===== src/rtl/arb_pkg.sv =====
// Shared definitions for the 16-requester round-robin arbiter:
// FSM state encoding, requester count and one-hot to index conversion.
package arb_pkg;

    localparam int unsigned NREQ  = 16;
    localparam int unsigned IDX_W = 4;
    localparam int unsigned ST_W  = 2;

    typedef logic [ST_W-1:0] state_t;

    localparam state_t IDLE    = 2'd0;
    localparam state_t GRANT   = 2'd1;
    localparam state_t RELEASE = 2'd2;

    // OR of the indices of all set bits; exact for a one-hot or zero input.
    function automatic logic [IDX_W-1:0] onehot2idx16(input logic [NREQ-1:0] oh);
        logic [IDX_W-1:0] idx;
        idx = '0;
        for (int i = 0; i < NREQ; i++) begin
            if (oh[i]) begin
                idx = idx | IDX_W'(i);
            end
        end
        return idx;
    endfunction

endpackage


===== src/rtl/sixteen_ff.sv =====
// Lowest-index-first one-hot selector over 16 request bits.
// Purely combinational; the output is zero when no bit is set.
module sixteen_ff
    import arb_pkg::*;
(
    input  logic [NREQ-1:0] req_i,
    output logic [NREQ-1:0] sel_c_o
);

    assign sel_c_o = req_i & (~req_i + NREQ'(1));

endmodule


===== src/rtl/rr_arb16.sv =====
// Sixteen-requester round-robin arbiter with grant hold, done-handshake release
// and hold timeout. All outputs are registered.
module rr_arb16
    import arb_pkg::*;
#(
    parameter int unsigned HOLD_MAX = 255,
    parameter int unsigned CNT_W    = $clog2(HOLD_MAX + 1)
) (
    input  logic             clk,
    input  logic             rst_n,
    input  logic [NREQ-1:0]  req,
    input  logic [NREQ-1:0]  mask,
    input  logic             done,
    output logic [NREQ-1:0]  gnt,
    output logic             gnt_vld,
    output logic [IDX_W-1:0] gnt_idx,
    output logic             timeout,
    output logic [IDX_W-1:0] timeout_idx
);

    state_t            state_q, state_d;
    logic [NREQ-1:0]   gnt_q, gnt_d;
    logic              gnt_vld_q, gnt_vld_d;
    logic [IDX_W-1:0]  gnt_idx_q, gnt_idx_d;
    logic              timeout_q, timeout_d;
    logic [IDX_W-1:0]  timeout_idx_q, timeout_idx_d;
    logic [IDX_W-1:0]  ptr_q, ptr_d;
    logic [CNT_W-1:0]  cnt_q, cnt_d;

    logic [NREQ-1:0]   elig_c, above_c, hi_c, sel_hi_c, sel_all_c, winner_c;
    logic [IDX_W-1:0]  win_idx_c;
    logic              drop_c, hold_end_c, release_c;

    // Rotated priority: requesters strictly above the last winner go first.
    assign elig_c    = req & ~mask;
    assign above_c   = ~((NREQ'(2) << ptr_q) - NREQ'(1));
    assign hi_c      = elig_c & above_c;
    assign winner_c  = (|hi_c) ? sel_hi_c : sel_all_c;
    assign win_idx_c = onehot2idx16(winner_c);

    sixteen_ff u_ff_hi (
        .req_i   (hi_c),
        .sel_c_o (sel_hi_c)
    );

    sixteen_ff u_ff_all (
        .req_i   (elig_c),
        .sel_c_o (sel_all_c)
    );

    assign drop_c     = ~req[gnt_idx_q];
    assign hold_end_c = (cnt_q == CNT_W'(HOLD_MAX - 1));
    assign release_c  = done | drop_c | hold_end_c;

    always_ff @(posedge clk or negedge rst_n) begin
        if (!rst_n) begin
            state_q <= IDLE;
        end else begin
            state_q <= state_d;
        end
    end

    always_comb begin
        state_d = state_q;
        case (state_q)
            IDLE:    if (|elig_c) state_d = GRANT;
            GRANT:   if (release_c) state_d = RELEASE;
            RELEASE: state_d = IDLE;
            default: state_d = IDLE;
        endcase
    end

    always_comb begin
        gnt_d         = gnt_q;
        gnt_vld_d     = gnt_vld_q;
        gnt_idx_d     = gnt_idx_q;
        timeout_d     = 1'b0;
        timeout_idx_d = timeout_idx_q;
        ptr_d         = ptr_q;
        cnt_d         = cnt_q;
        case (state_q)
            IDLE: begin
                if (|elig_c) begin
                    gnt_d     = winner_c;
                    gnt_vld_d = 1'b1;
                    gnt_idx_d = win_idx_c;
                    ptr_d     = win_idx_c;
                    cnt_d     = '0;
                end
            end
            GRANT: begin
                if (release_c) begin
                    gnt_d     = '0;
                    gnt_vld_d = 1'b0;
                    gnt_idx_d = '0;
                    // A handshake or dropped request in the same cycle wins over the timeout.
                    if (!done && !drop_c) begin
                        timeout_d     = 1'b1;
                        timeout_idx_d = gnt_idx_q;
                    end
                end else if (cnt_q != CNT_W'(HOLD_MAX)) begin
                    cnt_d = cnt_q + CNT_W'(1);
                end
            end
            default: begin
                gnt_d     = '0;
                gnt_vld_d = 1'b0;
                gnt_idx_d = '0;
            end
        endcase
    end

    always_ff @(posedge clk or negedge rst_n) begin
        if (!rst_n) begin
            gnt_q         <= '0;
            gnt_vld_q     <= 1'b0;
            gnt_idx_q     <= '0;
            timeout_q     <= 1'b0;
            timeout_idx_q <= '0;
            ptr_q         <= IDX_W'(NREQ - 1);
            cnt_q         <= '0;
        end else begin
            gnt_q         <= gnt_d;
            gnt_vld_q     <= gnt_vld_d;
            gnt_idx_q     <= gnt_idx_d;
            timeout_q     <= timeout_d;
            timeout_idx_q <= timeout_idx_d;
            ptr_q         <= ptr_d;
            cnt_q         <= cnt_d;
        end
    end

    assign gnt         = gnt_q;
    assign gnt_vld     = gnt_vld_q;
    assign gnt_idx     = gnt_idx_q;
    assign timeout     = timeout_q;
    assign timeout_idx = timeout_idx_q;

endmodule


===== config.mk =====
export PLATFORM = sky130hd
export DESIGN_NAME = rr_arb16
export DESIGN_NICKNAME = d
export VERILOG_FILES = /design/src/rtl/arb_pkg.sv /design/src/rtl/sixteen_ff.sv /design/src/rtl/rr_arb16.sv
export SDC_FILE = /design/constraint.sdc
export NUM_CORES = 1
export LEC_CHECK = 0
export ABC_AREA = 1
export BUFFER_PORTS_ARGS = -buffer_cell sky130_fd_sc_hd__buf_2
export CAP_MARGIN = 10
export CORE_MARGIN = 2
export CORE_UTILIZATION = 57
export CTS_CLUSTER_DIAMETER = 100
export DETAILED_ROUTE_END_ITERATION = 16
export PLACE_DENSITY = 0.91
export SYNTH_ARGS = -nofsm -noshare
export SYNTH_HDL_FRONTEND = slang
export SYNTH_HIERARCHICAL = 1
export SYNTH_SLANG_ARGS = --single-unit

===== constraint.sdc =====
create_clock -name clk -period 4 [get_ports clk]
set_input_delay 0.4 -clock clk [delete_from_list [all_inputs] [get_ports clk]]
set_output_delay 0.4 -clock clk [all_outputs]
set_load 0.01 [all_outputs]

### Word level (Yosys, flattened, before mapping)

Cells that the tools add are included.
W data, S select, Z words.

| cells by class | value |
|---|---|
| shifts and indexed selects | 1 |
| add/sub/neg operators | 4 |
| reductions and logical operators | 10 |
| equal/unequal tests | 7 |
| bitwise operators | 11 |
| muxes and demuxes | 37 |
| $lt $le $gt $ge | 1 |

Operators with widths:

| cell | count |
|---|---|
| $and A16 B16 Y16 | 4 |
| $not A16 Y16 | 4 |
| $mux W16 | 3 |
| $mux W4 | 10 |
| $add A16 B1 Y16 const B | 2 |
| $pmux W16 S2 | 1 |
| $reduce_or A16 Y1 | 2 |
| $mux W8 | 3 |
| $pmux W8 S2 | 1 |
| $shl A2 B4 Y16 const A | 1 |
| $sub A16 B2 Y16 const B | 1 |
| $mux W3 | 4 |
| $add A8 B1 Y8 const B | 1 |
| $eq A8 B8 Y1 const B | 1 |
| $mux W2 | 4 |
| $ne A2 B2 Y1 const B | 4 |
| $ne A8 B8 Y1 const B | 1 |
| $pmux W4 S2 | 1 |
| $mux W1 | 7 |
| $lt A4 B5 Y1 const B | 1 |
| $bmux W1 S4 | 1 |
| $pmux W2 S2 | 1 |
| $reduce_and A2 Y1 | 2 |
| $reduce_and A4 Y1 | 1 |
| other kinds (9) | 10 |

| storage, ports and cells | value |
|---|---|
| bits in registers | 40 |
| bits of input ports | 35 |
| logic and storage cells | 79 |
| output and inout port bits | 26 |

### Longest topological paths before layout

| depth | value |
|---|---|
| depth after elaboration | 25 |
| mapped depth | 23 |
| gate-level depth less buffers | 21 |

### By module

The synthesis kept the hierarchy.

By module, submodules not included:

| module | seq. area each (µm²) | instances | cells an instance | area an instance (µm²) |
|---|---|---|---|---|
| rr_arb16 | 980.9 | 1 | 438 | 2896.5 |
| sixteen_ff | 0.0 | 2 | 64 | 256.5 |

### Worst setup path after synthesis

OpenSTA, ideal clock, no wires.

| timing path | value |
|---|---|
| kind | reg-to-reg |
| start | reg ptr_q[1] |
| end | reg gnt_idx_q[3], in the netlist gnt_idx[3] |
| library setup time | 0.066 ns |
| path buffers | 2 |
| arrival | 2.473 ns |
| slack | 1.461 ns |
| data required time | 3.934 ns |
| stages on the path, launching flop included | 24 |
| period minus slack after synthesis | 2.539 ns |
| cell sequence | dfstp_2 > buf_6 > nor2_4 > nand2_1 > ha_1 > nand2_2 > nor2_1 > nand2_1 > nand3_2 > buf_2 > inv_1 > nor2_1 > nand2_1 > nor2_1 > nand2_1 > nor2_1 > inv_1 > nand2_1 > nand2_1 > nand2_1 > nor2_1 > nand2_1 > nand2_1 > nand2_1 |

| on the way | value |
|---|---|
| elaborated cells between the ends (all ways) | 19 |
| classes of those cells | add/sub (2); shift (1); mux (11); bitwise (4); reduce/logical (1) |

RTL lines:

| element | RTL line | source |
|---|---|---|
| start: declaration | rr_arb16.sv:27 | `logic [IDX_W-1:0] ptr_q, ptr_d;` |
| start signal: assignment | rr_arb16.sv:120 | `ptr_q <= IDX_W'(NREQ - 1);` |
| start signal: assignment | rr_arb16.sv:128 | `ptr_q <= ptr_d;` |
| $shl A2 B4 Y16 | rr_arb16.sv:36 | `assign above_c = ~((NREQ'(2) << ptr_q) - NREQ'(1));` |
| $sub A16 B2 Y16 | rr_arb16.sv:36 |  |
| $not A16 Y16 | rr_arb16.sv:36 |  |
| $and A16 B16 Y16 | rr_arb16.sv:37 | `assign hi_c = elig_c & above_c;` |
| named net hi_c[11] | rr_arb16.sv:30 | `logic [NREQ-1:0] elig_c, above_c, hi_c, sel_hi_c, sel_all_c, winner_c;` |
| $not A16 Y16 | sixteen_ff.sv:10 | `assign sel_c_o = req_i & (~req_i + NREQ'(1));` |
| $add A16 B1 Y16 | sixteen_ff.sv:10 |  |
| $and A16 B16 Y16 | sixteen_ff.sv:10 |  |
| named net sel_hi_c[14] | rr_arb16.sv:30 |  |
| $mux W16 | rr_arb16.sv:38 | `assign winner_c = (\|hi_c) ? sel_hi_c : sel_all_c;` |
| $mux W4 (2 in a row) | arb_pkg.sv:20 | `if (oh[i]) begin` |
| $mux W4 | rr_arb16.sv:83 | `if (\|elig_c) begin` |
| $pmux W4 S2 | rr_arb16.sv:81 | `case (state_q)` |
| end signal: assignment | rr_arb16.sv:125 | `gnt_idx_q <= gnt_idx_d;` |
| end: declaration | rr_arb16.sv:24 | `logic [IDX_W-1:0] gnt_idx_q, gnt_idx_d;` |

The timed path passes the listed nets, and every way through them passes these cells. The select of a mux whose other input is x is not followed.
A chain may end at the register's enable or synchronous reset.

### Worst setup path in the final report

| timing path | value |
|---|---|
| start | reg ptr_q[3] |
| end | reg gnt_idx_q[1], in the netlist gnt_idx[1] |

Same word-level chain as after synthesis.

==> metrics.txt <==
# TYPE chip_impl_metric gauge
chip_impl_metric{name="min_period_over_period",unit="%"} 72.90
chip_impl_metric{name="post_cts_setup_repair_buffer_count",unit=""} 0
chip_impl_metric{name="drv_cap",unit=""} 0
chip_impl_metric{name="finalWorstPathRequiredPeriod",unit="ps"} 2916
chip_impl_metric{name="worst_pin_slew",unit="ps"} 852.1
chip_impl_metric{name="post-place-cells",unit=""} 689
chip_impl_metric{name="hpwl",unit="mm"} 7.573
chip_impl_metric{name="required_time_at_the_worst_slack_endpoint",unit="ps"} 4240
chip_impl_metric{name="r2r_slack",unit="ps"} 1080
chip_impl_metric{name="die_height",unit="um"} 81.34
chip_impl_info{name="global_route.peak_usage_layer",value="met2"} 1
chip_impl_metric{name="antenna-diode-count",unit=""} 0
chip_impl_metric{name="cts.clk_slew.worst_paths",unit="ps"} 80
chip_impl_metric{name="clock_latency",unit="ps"} 300
chip_impl_metric{name="global_route.usage.met2",unit="%"} 49.92
chip_impl_metric{name="grt_pass1_wl",unit="mm"} 15.21
chip_impl_metric{name="max_slew_margin_vs_limit",unit="%"} 43.19
chip_impl_metric{name="ys_ff_latch",unit=""} 39
chip_impl_metric{name="floorplan.die_area",unit="um^2"} 6616
chip_impl_metric{name="grt_start_max_net_pins",unit=""} 40
chip_impl_metric{name="fp-row-count",unit=""} 28
chip_impl_info{name="tritoncts",value="done"} 1
chip_impl_metric{name="final_cells",unit=""} 697
chip_impl_metric{name="cts.htree.levels",unit=""} 2
chip_impl_metric{name="postSynthCellCount",unit=""} 566
chip_impl_metric{name="setup_viol",unit=""} 0
chip_impl_metric{name="placement.io_buffers",unit=""} 60
chip_impl_metric{name="async_reset_ff_share",unit="%"} 100.0
chip_impl_metric{name="timing.critical_path.arrival",unit="ps"} 3150
chip_impl_metric{name="maximum_fanout_count_along_the_critical_path",unit=""} 17
chip_impl_metric{name="grt_met1_usage",unit="%"} 39.92
chip_impl_metric{name="synth.yosys.seq_area_share",unit="%"} 28.77
chip_impl_metric{name="synth_cell_types",unit=""} 34
chip_impl_metric{name="yosys_warnings",unit=""} 6
chip_impl_info{name="crit_path_end",value="gnt_idx[1]$_DFFE_PN0P_"} 1
chip_impl_info{name="startpoint_type",value="flop"} 1
chip_impl_metric{name="timing_hold_violations_final",unit=""} 0
chip_impl_metric{name="antenna_violations_before_repair",unit=""} 0
chip_impl_metric{name="timing_max_transition_violations_final",unit=""} 0
chip_impl_metric{name="drt_first_pass_iters",unit=""} 5
chip_impl_metric{name="drtIter0Drc",unit=""} 355
chip_impl_info{name="crit_path_start",value="ptr_q[3]$_DFFE_PN1P_"} 1
chip_impl_metric{name="dr_total_vias",unit=""} 3696
chip_impl_info{name="worst_hold_path_type",value="in -> async"} 1
chip_impl_metric{name="irDropWorstVdd",unit="mV"} 0.3807
chip_impl_metric{name="initial_utilization",unit="%"} 58.28
chip_impl_metric{name="synth_area",unit="um^2"} 3410
chip_impl_metric{name="synth-edff-count",unit=""} 0
chip_impl_metric{name="drt_drc_violations_left",unit=""} 0
chip_impl_info{name="path_class",value="reg -> reg"} 1
chip_impl_info{name="r2r-end",value="gnt_idx[1]$_DFFE_PN0P_"} 1
chip_impl_metric{name="worst-r2r-cell-count",unit=""} 21
chip_impl_metric{name="met3_usage",unit="%"} 4.778
chip_impl_metric{name="area.growth.synth_to_final",unit="%"} 12.81
chip_impl_metric{name="tritoncts.num_buffers",unit=""} 5
chip_impl_metric{name="p_per_area",unit="nW/um^2"} 680.2
chip_impl_metric{name="timing.fmax",unit="MHz"} 343.0
chip_impl_metric{name="gr-total-overflow",unit=""} 0
chip_impl_metric{name="ant_nets",unit=""} 0
chip_impl_metric{name="clock_tree.buffer_depth",unit=""} 2
chip_impl_info{name="status",value="finished, final reports clean"} 1
chip_impl_metric{name="clock_sink_count",unit=""} 39
chip_impl_info{name="worst_r2r_startpoint",value="ptr_q[3]$_DFFE_PN1P_"} 1
chip_impl_metric{name="fin_total_pwr",unit="uW"} 2616
chip_impl_metric{name="clock_skew",unit="ps"} 2.188
chip_impl_info{name="critical_path.endpoint_type",value="flop"} 1
chip_impl_metric{name="post_drt_via_cell_ratio",unit=""} 5.303
chip_impl_metric{name="post_cts_resize_count",unit=""} 0
chip_impl_metric{name="num_io_pins",unit=""} 61
chip_impl_metric{name="track_usage",unit="%"} 30.05
chip_impl_metric{name="final_layout_size_suffix_gt1_share",unit="%"} 18.33
chip_impl_metric{name="avgRoutedWirePerCell",unit="um"} 13.99
chip_impl_metric{name="core",unit="um^2"} 5851
chip_impl_metric{name="synth.avg_cell_area",unit="um^2"} 6.024
chip_impl_metric{name="final.fill_count",unit=""} 542
chip_impl_info{name="clock_tree.root_cell",value="clkbuf_8"} 1
chip_impl_metric{name="power_leakage",unit="uW"} 0.002178
chip_impl_info{name="rsz0062_at_grt",value="no"} 1
chip_impl_metric{name="finalSetupTns",unit="ps"} 0
chip_impl_info{name="synth-main-ff-cell",value="dfrtp_1"} 1
chip_impl_metric{name="die_boundary_width",unit="um"} 81.34
chip_impl_metric{name="fin_nets",unit=""} 659
chip_impl_metric{name="holdBufCountCts",unit=""} 0
chip_impl_metric{name="gpl_congestion",unit=""} 1.064
chip_impl_metric{name="postRouteWirelength",unit="mm"} 9.749
chip_impl_metric{name="grt_pass1_vias",unit=""} 3323
-- flip-flops by register name, summed over array words and instances, names as in the netlist --
| signal | flops |
|---|---|
| gnt_idx | 4 |
| gnt_vld | 1 |
| ptr_q | 4 |
| cnt_q | 8 |
| timeout | 1 |
| gnt | 16 |
| state_q | 1 |
| timeout_idx | 4 |
-- where the power goes --
part	internal (uW)	switching, uW	leakage, uW
combinational	467	1020	0.00160
sequential	539	190	0.000515
clock	249	151	0.0000644
total	1260	1360	0.00218
-- Yosys cell counts (4+ instances only) --
library cell    n  share of area, %
a21oi_1         8               1.2
buf_4           4              0.88
buf_6           4               1.3
clkbuf_1        4              0.44
dfrtp_1        35                26
dfstp_2         4               3.1
inv_1         109                12
inv_2           5              0.55
nand2_1       164                18
nand2_2         6               1.1
nand3_1        22               3.2
nand3_2         6               1.8
nand4_1        23               4.2
nor2_1         89               9.8
nor2_2         11               2.0
nor4_1          4              0.73
o21ai_0        28               4.1
o21ai_1        10               1.5
or2_2           4              0.73
xor2_1          4               1.0
-- worst min-delay path by stage --
stage / from / endpoint / slack [ps] / cells past startpoint
6_report: rst_n / cnt_q[3]$_DFFE_PN0P_ / 200 / 1
5_1_grt: rst_n / cnt_q[3]$_DFFE_PN0P_ / 260 / 1
2_1_floorplan: rst_n / cnt_q[0]$_DFFE_PN0P_ / 100 / 0
4_1_cts: rst_n / state_q[1]$_DFFE_PN0P_ / 220 / 1
3_5_place_dp: gnt[9]$_DFFE_PN0P_ / gnt[9]$_DFFE_PN0P_ / 470 / 2
3_3_place_gp: timeout_idx[0]$_DFFE_PN0P_ / timeout_idx[0]$_DFFE_PN0P_ / 460 / 2
-- routing by layer --
layer | share of wire (%) | up-vias
met5 | 0 | -
met4 | 2.5 | 0
met3 | 8.1 | 23
met2 | 46 | 192
met1 | 43 | 1652
li1 | - | 1829
-- critical path: stages, from the launching register on --
cell	delay [ps]
dfstp_2	720
nor2_8	90
nand3_1	90
ha_1	300
nand2_2	110
nor2_1	120
nand2_1	80
nand3_2	270
inv_1	100
nor2_1	160
nand2_1	70
nor2_1	90
nand2_1	60
nor2_1	80
inv_1	50
nand2_1	60
nand2_1	90
nand2_1	100
nor2_1	40
nand2_1	60
nand2_1	60
nand2_1	90
-- stage by stage --
| step | util [%] | setup slack, ps | hold WS [ps] | cell area [um^2] |
|---|---|---|---|---|
| after floorplan | - | 1461 | 104.4 | 3421 |
| after global placement | 63.41 | 1296 | 464.9 | 3710 |
| after detailed placement | 63.41 | 1187 | 472.8 | 3710 |
| after CTS | 65.74 | 1128 | 222.3 | 3846 |
| after global routing | 65.74 | 836.8 | 264.6 | 3846 |
| final | 65.74 | 1084 | 203.8 | 3846 |
-- layout make-up --
class | instances | area, um^2 | share of cell area [%]
clock buffer | 5 | 68.82 | 1.789
clock inverter | 3 | 67.56 | 1.757
inverter | 115 | 434.2 | 11.29
multi-input combinational | 400 | 1901 | 49.41
sequential | 39 | 980.9 | 25.50
tap | 75 | 93.84 | 2.440
timing repair buffer | 60 | 300.3 | 7.807
-- cell families after synthesis --
group / count (synthesis) / synth area share [%]
DFF: 39 / 28.77
and+or+nand+nor: 340 / 45.69
AOI/OAI and AO/OA: 48 / 7.229
adders and majority gates: 3 / 1.101
other: 1 / 0.1100
buffers and inverters: 130 / 15.82
xor gates and xnor gates: 5 / 1.284
-- placed cells by master (no fill, tap or decap), types with 3 or more instances in the layout --
cell | synthesis | routed
nor4_1 | 4 | 4
o21ai_0 | 28 | 28
a21oi_1 | 8 | 8
o21ai_1 | 10 | 10
dfrtp_1 | 35 | 35
nand2_2 | 6 | 6
nor2_8 | 3 | 3
buf_2 | 3 | 60
nand3_2 | 6 | 6
nand4_1 | 23 | 23
conb_1 | 1 | 4
nand2_1 | 164 | 164
nor2_2 | 11 | 11
nand3_1 | 22 | 22
dfstp_2 | 4 | 4
inv_2 | 5 | 5
or2_2 | 4 | 4
clkbuf_8 | 0 | 5
inv_1 | 109 | 109
ha_1 | 3 | 3
nor2_1 | 89 | 89
xor2_1 | 4 | 4
Note: power is estimated with default switching activity, not from simulation.
